File: src/rtl/skew_feeder_pkg.sv
// skew_feeder_pkg: state type, counter width and drain-counter sizing shared by the skew feeder
package skew_feeder_pkg;

    typedef enum logic [1:0] {IDLE, STREAM, DRAIN} state_e;

    localparam int PerfCntWidth = 32;

    // Wide enough to hold NumLanes-2 plus headroom for NumLanes == 1.
    function automatic int drain_cnt_width(input int num_lanes);
        return $clog2(num_lanes) + 1;
    endfunction

endpackage

File: src/rtl/skew_lane.sv
// skew_lane: Depth-stage delay line carrying {valid, data}, async active-low clear
//   clk_i, rst_ni     clock, async active-low reset
//   valid_i, data_i   stage-0 input
//   valid_o, data_o   output of the last stage (Depth cycles later)
module skew_lane #(
    parameter int Depth     = 1,
    parameter int DataWidth = 8
) (
    input  logic                 clk_i,
    input  logic                 rst_ni,
    input  logic                 valid_i,
    input  logic [DataWidth-1:0] data_i,
    output logic                 valid_o,
    output logic [DataWidth-1:0] data_o
);

    logic [Depth-1:0]     valid_q;
    logic [DataWidth-1:0] data_q [Depth];

    always_ff @(posedge clk_i or negedge rst_ni) begin
        if (!rst_ni) begin
            valid_q <= '0;
            for (int i = 0; i < Depth; i++) data_q[i] <= '0;
        end else begin
            valid_q[0] <= valid_i;
            data_q[0]  <= data_i;
            for (int i = 1; i < Depth; i++) begin
                valid_q[i] <= valid_q[i-1];
                data_q[i]  <= data_q[i-1];
            end
        end
    end

    assign valid_o = valid_q[Depth-1];
    assign data_o  = data_q[Depth-1];

endmodule

File: src/rtl/skew_feeder.sv
// skew_feeder: diagonal-skew input feeder for a systolic array edge
//   clk_i, rst_ni              clock, async active-low reset
//   in_data_i/valid/last/ready beat input handshake (lane l = bits [l*DataWidth +: DataWidth])
//   out_data_o, out_valid_o    lane l delayed l cycles relative to lane 0
//   busy_o                     tile in flight or pipeline non-empty
//   done_o                     one-cycle pulse when the last beat leaves the last lane
//   beat_cnt_o, bubble_cnt_o   saturating perf counters, only with SKEW_FEEDER_PERF_EN defined
module skew_feeder
    import skew_feeder_pkg::*;
#(
    parameter int NumLanes  = 4,
    parameter int DataWidth = 8
) (
    input  logic                          clk_i,
    input  logic                          rst_ni,
    input  logic [NumLanes*DataWidth-1:0] in_data_i,
    input  logic                          in_valid_i,
    input  logic                          in_last_i,
    output logic                          in_ready_o,
    output logic [NumLanes*DataWidth-1:0] out_data_o,
    output logic [NumLanes-1:0]           out_valid_o,
    output logic                          busy_o,
`ifdef SKEW_FEEDER_PERF_EN
    output logic                          done_o,
    output logic [PerfCntWidth-1:0]       beat_cnt_o,
    output logic [PerfCntWidth-1:0]       bubble_cnt_o
`else
    output logic                          done_o
`endif
);

    localparam int                CntW      = drain_cnt_width(NumLanes);
    localparam logic [CntW-1:0]   DrainLoad = CntW'(NumLanes > 1 ? NumLanes - 2 : 0);

    state_e               state_q, state_d;
    logic [CntW-1:0]      cnt_q, cnt_d;
    logic [NumLanes-1:0]  last_q;
    logic                 accept;

    assign in_ready_o = (state_q != DRAIN);
    assign accept     = in_valid_i & in_ready_o;
    assign busy_o     = (state_q != IDLE) | (|out_valid_o);
    assign done_o     = last_q[NumLanes-1];

    always_comb begin
        state_d = state_q;
        cnt_d   = cnt_q;
        if (accept) begin
            state_d = in_last_i ? ((NumLanes == 1) ? IDLE : DRAIN) : STREAM;
            cnt_d   = DrainLoad;
        end else if (state_q == DRAIN) begin
            state_d = (cnt_q == '0) ? IDLE : DRAIN;
            cnt_d   = (cnt_q == '0) ? cnt_q : cnt_q - 1'b1;
        end
    end

    // The last flag rides a shadow delay line as deep as the final lane, so
    // done_o lines up with the last beat on out_valid_o[NumLanes-1].
    always_ff @(posedge clk_i or negedge rst_ni) begin
        if (!rst_ni) begin
            state_q <= IDLE;
            cnt_q   <= '0;
            last_q  <= '0;
        end else begin
            state_q   <= state_d;
            cnt_q     <= cnt_d;
            last_q[0] <= accept & in_last_i;
            for (int i = 1; i < NumLanes; i++) last_q[i] <= last_q[i-1];
        end
    end

    // Non-accept cycles inject zero data so invalid lanes always read 0.
    for (genvar l = 0; l < NumLanes; l++) begin : g_lane
        skew_lane #(
            .Depth     (l + 1),
            .DataWidth (DataWidth)
        ) u_lane (
            .clk_i   (clk_i),
            .rst_ni  (rst_ni),
            .valid_i (accept),
            .data_i  (accept ? in_data_i[l*DataWidth +: DataWidth] : '0),
            .valid_o (out_valid_o[l]),
            .data_o  (out_data_o[l*DataWidth +: DataWidth])
        );
    end

`ifdef SKEW_FEEDER_PERF_EN
    always_ff @(posedge clk_i or negedge rst_ni) begin
        if (!rst_ni) begin
            beat_cnt_o   <= '0;
            bubble_cnt_o <= '0;
        end else begin
            if (accept && beat_cnt_o != '1) beat_cnt_o <= beat_cnt_o + 1'b1;
            if (state_q == STREAM && !in_valid_i && bubble_cnt_o != '1) bubble_cnt_o <= bubble_cnt_o + 1'b1;
        end
    end
`endif

endmodule

File: config.mk
export PLATFORM = sky130hd
export DESIGN_NAME = skew_feeder
export DESIGN_NICKNAME = d
export VERILOG_FILES = /design/src/rtl/skew_feeder_pkg.sv /design/src/rtl/skew_lane.sv /design/src/rtl/skew_feeder.sv
export SDC_FILE = /design/constraint.sdc
export NUM_CORES = 1
export LEC_CHECK = 0
export CORE_AREA = 5 5 109 111
export DETAILED_ROUTE_END_ITERATION = 16
export DIE_AREA = 0 0 114 116
export SKIP_LAST_GASP = 1
export SYNTH_ARGS = -nofsm -noshare
export SYNTH_HDL_FRONTEND = slang
export SYNTH_HIERARCHICAL = 1
export SYNTH_SLANG_ARGS = --single-unit
File: constraint.sdc
create_clock -name clk_i -period 1.9 [get_ports clk_i]
set_input_delay 0.38 -clock clk_i [delete_from_list [all_inputs] [get_ports clk_i]]
set_output_delay 0.38 -clock clk_i [all_outputs]
set_load 0.02 [all_outputs]
==> results of run 1 <==
-- worst register-to-register path, cell delays in order (launching register included) --
cell     delay (ns)
dfrtp_1        0.39
inv_1          0.05
ha_1           0.19
ha_1           0.25
and4b_1        0.21
a211o_2        0.26
-- state kept, by name, indices dropped and copies added (netlist names) --
signal	cells
cnt_q	3
g_lane.u_lane/data_o	32
g_lane.u_lane/data_q	48
g_lane.u_lane/valid_o	1
g_lane.u_lane/valid_q	9
last_q	4
state_q	2
-- kinds of logic after synthesis --
| family | synth area share |
|---|---|
| DFF | 0.785 |
| and+or+nand+nor | 0.111 |
| buffers and inverters | 0.0816 |
| AOI/OAI and AO/OA | 0.0143 |
| adders and majority gates | 0.00793 |
-- metal layers --
metal	track usage	wire length (um)	vias to the layer above
met4	0.0570	115	0
met1	0.0952	2070	813
met5	0	0	-
li1	-	-	725
met2	0.137	2690	64
met3	0.0402	512	13
-- how the worst max path moves through the flow --
stage,start,to,slack [ns],depth (start not counted)
global placement,state_q[1],busy_o,0.26,3
global route,g_lane[1].u_lane/valid_q[1],busy_o,0.05,3
CTS,state_q[0],in_ready_o,-0.10,2
floorplan,cnt_q[0],cnt_q[0],0.56,5
detailed placement,state_q[0],in_ready_o,0.22,2
finish,g_lane[1].u_lane/valid_q[1],busy_o,0.12,3
-- cell usage in the layout (no fill, tap or decap), drive strengths merged --
master and n:
nor2b 3, nand2 2, and3b 1, and2 1
inv 5, clkdlybuf4s50 71, nand2b 2, clkbuf 9
a31oi 1, nor4b 2, a211oi 1, buf 6
clkinvlp 1, ha 2, dlygate4sd2 1, dlygate4sd3 1
and4b 2, nor2 2, dfrtp 99, a211o 2
nor4 1, clkinv 2, o21a 1, and3 33
bufinv 1, and4bb 2, dlymetal6s2s 1
-- layout make-up --
class | instances | area, sq um
Inverter | 3 | 11.3
Multi-Input combinational cell | 58 | 422
Clock inverter | 6 | 65.1
Tap cell | 140 | 175
Sequential cell | 99 | 2480
Timing Repair Buffer | 80 | 800
Fill cell | 1029 | 6620
Clock buffer | 9 | 124
-- timing repair --
item | in CTS | in global routing
endpoints found under the hold margin | 22 | 0
hold buffers | 1 | 0
pin swaps | 0 | 0
endpoints found under the setup margin | 2 | 1
resized for setup | 3 | 1
-- where the power goes --
part	leakage (nW)	switching (W)	internal (W)	total (W)
clock network	0.0959	0.000693	0.000606	0.00130
logic	0.603	0.000572	0.000554	0.00113
registers	1.31	0.000161	0.00251	0.00267
-- per-stage QoR --
step | instance area (sq um) | util | TNS (ns) | instances
4_1_cts | 4070 | 0.381 | -0.101 | 395
5_1_grt | 4080 | 0.381 | 0 | 395
6_report | 4080 | 0.381 | 0 | 395
3_5_place_dp | 3870 | 0.362 | 0 | 379
2_1_floorplan | 3160 | - | 0 | 194
3_3_place_gp | 3870 | 0.362 | 0 | 379
==> flow_metrics.env, run 1 <==
export IMPL_outcome="complete, no violations"
export IMPL_skew_ns=0.00604
export IMPL_synth_flop_cell="dfrtp_1"
export IMPL_grt_pass1_vias=1704
export IMPL_post_route_min_period_ns=1.78
export IMPL_power_density_nw_per_um2=1250
export IMPL_dr_pass1_iters=4
export IMPL_arrival_ns=1.40
export IMPL_hpwl_um=3730
export IMPL_grt_usage=0.0873
export IMPL_clk_latency_ns=0.36
export IMPL_layout_drive_gt1_share=0.133
export IMPL_cts_tree="yes"
export IMPL_drt_iter0_markers=41
export IMPL_synth_async_reset_ratio=1.00
export IMPL_ios=75
export IMPL_grt_pass1_wl_um=8530
export IMPL_ys_types=28
export IMPL_r2r_start="cnt_q[0]"
export IMPL_synth_top_area_cell="dfrtp_1"
export IMPL_vias=1615
export IMPL_whs_ns=0.351
export IMPL_rsz0062_at_grt="false"
export IMPL_power_total_w=0.00509
export IMPL_worst_pin_slew_ns=0.341
export IMPL_reg2regPathDepth=5
export IMPL_yosys_warnings=6
export IMPL_die_width_um=114
export IMPL_wire_per_inst_um=13.7
export IMPL_via_per_inst=4.09
export IMPL_irDropWorstVdd_v=0.000359
export IMPL_crit_path_max_incr_delay_ns=0.39
export IMPL_seq_area_frac_synth=0.785
export IMPL_synthTopCellsByArea="dfrtp_1, and3_1, buf_4, and3_2, and4bb_2"
export IMPL_yosysMostFrequentCell="dfrtp_1"
export IMPL_regToRegEndpoint="cnt_q[0]"
export IMPL_worst_setup_path_type="flip-flop to output port"
export IMPL_synth_edf_count=0
export IMPL_diodes=0
export IMPL_die_area_sq_um=13200
export IMPL_place_ws_ns=0.224
export IMPL_crit_family="flip-flops"
export IMPL_cts_buffer_depth=2
export IMPL_critPathRequiredTime_ns=1.52
export IMPL_htree_levels=3
export IMPL_path_cells="nor4_1 -> nand2_1 -> dlygate4sd2_1"
export IMPL_min_path_cells=0
export IMPL_start_kind="flip-flop"
export IMPL_slew_headroom=0.772
export IMPL_io_buffers=74
export IMPL_cts_clk_slew_worst_paths_ns=0.08
export IMPL_post_route_period_util=0.935
export IMPL_min_to="g_lane[3].u_lane/data_o[1]"
export IMPL_cts_sinks=99
export IMPL_final_nets=289
export IMPL_root_buffer="clkbuf_8"
export IMPL_setup_violations_final=0
export IMPL_synth_nets=232
export IMPL_die_h_um=116
export IMPL_crit_fanout=2
export IMPL_antenna_found_initial=0
export IMPL_drc_errors=0
export IMPL_cts_buffers=9
export IMPL_synth_top_cell_area_share=0.785
export IMPL_rrSetupSlack_ns=0.45
export IMPL_syn_mean_instance_area_sq_um=16.3
export IMPL_cap_violations=0
export IMPL_syn_to_final_growth_pct=29.1
export IMPL_final_max_slew_viol_count=0
export IMPL_start_util=0.295
export IMPL_hold_start="g_lane[3].u_lane/data_q[9]"
export IMPL_finalHoldViolCount=0
export IMPL_end_kind="output port"
export IMPL_critPathBufInv=1
export IMPL_crit_path_top_delay_cell="dfrtp_1"
export IMPL_coreArea_sq_um=10700
export IMPL_gp_congestion=0.610
export IMPL_min_path_type="flip-flop to flip-flop"
export IMPL_ys_seq_elements=99
export IMPL_synth_top_cells_by_count="dfrtp_1, and3_1, buf_4"
export IMPL_fmax_mhz=563
export IMPL_syn_area_sq_um=3160
export IMPL_detail_route_antenna_nets=0
export IMPL_overflow=0
export IMPL_setup_ws_ns=0.123
export IMPL_placementRows=38
export IMPL_grt_max_degree=60
export IMPL_p_leak_nw=2.01
export IMPL_cts_setup_buffers=0
export IMPL_synth_cells=194
export IMPL_routed_wl_um=5390
Note: power is estimated with default switching activity, not from simulation.
==> run 2, diff against run 1 <==
--- a/config.mk
+++ b/config.mk
@@ -5,10 +5,12 @@
 export SDC_FILE = /design/constraint.sdc
 export NUM_CORES = 1
 export LEC_CHECK = 0
-export CORE_AREA = 5 5 109 111
+export CORE_AREA = 5 5 95 97
 export DETAILED_ROUTE_END_ITERATION = 16
-export DIE_AREA = 0 0 114 116
+export DIE_AREA = 0 0 100 102
+export PLACE_DENSITY = 0.66
 export SKIP_LAST_GASP = 1
+export SLEW_MARGIN = 5
 export SYNTH_ARGS = -nofsm -noshare
 export SYNTH_HDL_FRONTEND = slang
 export SYNTH_HIERARCHICAL = 1
==> run 2 against run 1 <==
Core utilization grew 12 points. Wire length shrank 7.8%. Maximum frequency grew 0.12%. Setup slack gained 0.0021 ns. Combinational power is essentially flat. First-iteration DRC count shrank 22%. Final cell count shrank 9.1%. Clock power is essentially flat. Total power shrank 0.95%. Non-clock buffer count shrank 2. Clock-buffer cell count is the same. Critical path type unchanged. Critical endpoint unchanged.
==> flow_metrics.env, run 2 (synthesis gave the netlist of run 1 again) <==
export IMPL_vias=1568
export IMPL_placementRows=33
export IMPL_min_path_type="primary input to asynchronous set/reset pin"
export IMPL_outcome="complete, no violations"
export IMPL_worst_pin_slew_ns=0.508
export IMPL_io_buffers=74
export IMPL_largest_register_ffs=48
export IMPL_gp_congestion=0.726
export IMPL_die_area_sq_um=10200
export IMPL_drt_iter0_markers=32
export IMPL_final_common_cell="dfrtp_1"
export IMPL_cts_buffer_depth=2
export IMPL_coreArea_sq_um=8050
export IMPL_worst_setup_path_type="flip-flop to output port"
export IMPL_postCtsHoldBufs=0
export IMPL_clk_latency_ns=0.36
export IMPL_grt_max_degree=100
export IMPL_hpwl_um=3300
export IMPL_path_cells="nor4_1 -> nand2_1 -> dlygate4sd2_1"
export IMPL_grt_pass1_wl_um=7940
export IMPL_setup_violations_final=0
export IMPL_overflow=0
export IMPL_setup_tns_ns=0
export IMPL_drc_errors=0
export IMPL_cts_tree="yes"
export IMPL_critPathRequiredTime_ns=1.52
export IMPL_crit_path_max_incr_delay_ns=0.39
export IMPL_fin_util=0.499
export IMPL_finalHoldViolCount=0
export IMPL_cts_sinks=99
export IMPL_rsz0062_at_grt="false"
export IMPL_cap_violations=0
export IMPL_fillers=700
export IMPL_htree_levels=3
export IMPL_detail_route_antenna_nets=0
export IMPL_crit_family="flip-flops"
export IMPL_skew_ns=0.0116
export IMPL_crit_fanout=2
export IMPL_final_nets=287
export IMPL_start_kind="flip-flop"
export IMPL_diodes=0
export IMPL_critPathBufInv=1
export IMPL_end_kind="output port"
export IMPL_slew_headroom=0.661
export IMPL_whs_ns=0.0436
export IMPL_syn_to_final_growth_pct=27.3
export IMPL_irDropWorstVdd_v=0.000692
export IMPL_power_density_nw_per_um2=1260
export IMPL_largest_register="g_lane.u_lane/data_q"
export IMPL_via_per_inst=4.37
export IMPL_arrival_ns=1.39
export IMPL_die_h_um=102
export IMPL_layout_drive_gt1_share=0.134
export IMPL_mostFrequentLayoutCells="dfrtp_1, clkdlybuf4s50_1, and3_1"
export IMPL_antenna_found_initial=0
export IMPL_dr_pass1_iters=4
export IMPL_start_util=0.392
export IMPL_fmax_mhz=563
export IMPL_cts_buffers=9
export IMPL_post_route_period_util=0.934
export IMPL_p_leak_nw=1.99
export IMPL_final_max_slew_viol_count=0
export IMPL_grt_usage=0.103
export IMPL_routed_wl_um=4970
export IMPL_wire_per_inst_um=13.8
export IMPL_crit_path_top_delay_cell="dfrtp_1"
export IMPL_grt_pass1_vias=1605
export IMPL_ios=75
export IMPL_cts_clk_slew_worst_paths_ns=0.09
export IMPL_die_width_um=100
export IMPL_root_buffer="clkbuf_8"
export IMPL_post_route_min_period_ns=1.77
[run 2: worst paths after layout]
path | from | end | slack [ns] | depth (start not counted)
min in group clk_i | g_lane[3].u_lane/valid_q[1] | g_lane[3].u_lane/valid_q[2] | 0.35 | 0
setup / recovery | g_lane[1].u_lane/valid_q[1] | busy_o | 0.13 | 3
hold / removal | rst_ni | g_lane[2].u_lane/data_q[14] | 0.04 | 2
setup reg to reg | cnt_q[0] | cnt_q[2] | 0.44 | 5
hold reg to reg | g_lane[3].u_lane/valid_q[1] | g_lane[3].u_lane/valid_q[2] | 0.35 | 0
max in group asynchronous | rst_ni | state_q[1] | 1.43 | 2
[run 2: per-layer routing]
layer  share of wire  up-vias  GRT usage
met5               0        -          0
met4           0.022        0     0.0560
met3           0.085       11     0.0430
met2            0.48       50      0.161
met1            0.41      788      0.123
li1                -      719          -
[run 2: stage by stage]
step                      cells  setup slack [ns]  total power, W  cell area, sq um
after floorplan             194             0.564         0.00346              3160
after global placement      343             0.220         0.00380              3820
after detailed placement    343             0.185         0.00385              3820
after CTS                   359            0.0898         0.00512              4020
after global routing        359            0.0405         0.00532              4020
final                       359             0.125         0.00504              4020
[run 2: final cells by class]
class	count	area [sq um]	area share
Clock buffer	9	124	0.0308
Sequential cell	99	2480	0.617
Multi-Input combinational cell	58	422	0.105
Timing Repair Buffer	78	778	0.194
Clock inverter	7	71.3	0.0178
Inverter	3	11.3	0.00280
Tap cell	105	131	0.0327
[run 2: what timing repair did]
item,in CTS,in global routing
setup endpoints to repair,2,0
gates resized for setup,4,0
buffers inserted,0,0
[run 2: worst reg2reg max path: stages, from the launching register on]
cell	delay (ns)
dfrtp_1	0.39
inv_1	0.06
ha_1	0.19
ha_1	0.26
and4b_2	0.24
a211o_1	0.23
[run 2: power breakdown]
part	switching, W	total (W)	internal, W
clock	0.000762	0.00127	0.000511
combinational	0.000555	0.00110	0.000544
sequential	0.000165	0.00267	0.00251
total	0.00148	0.00504	0.00356
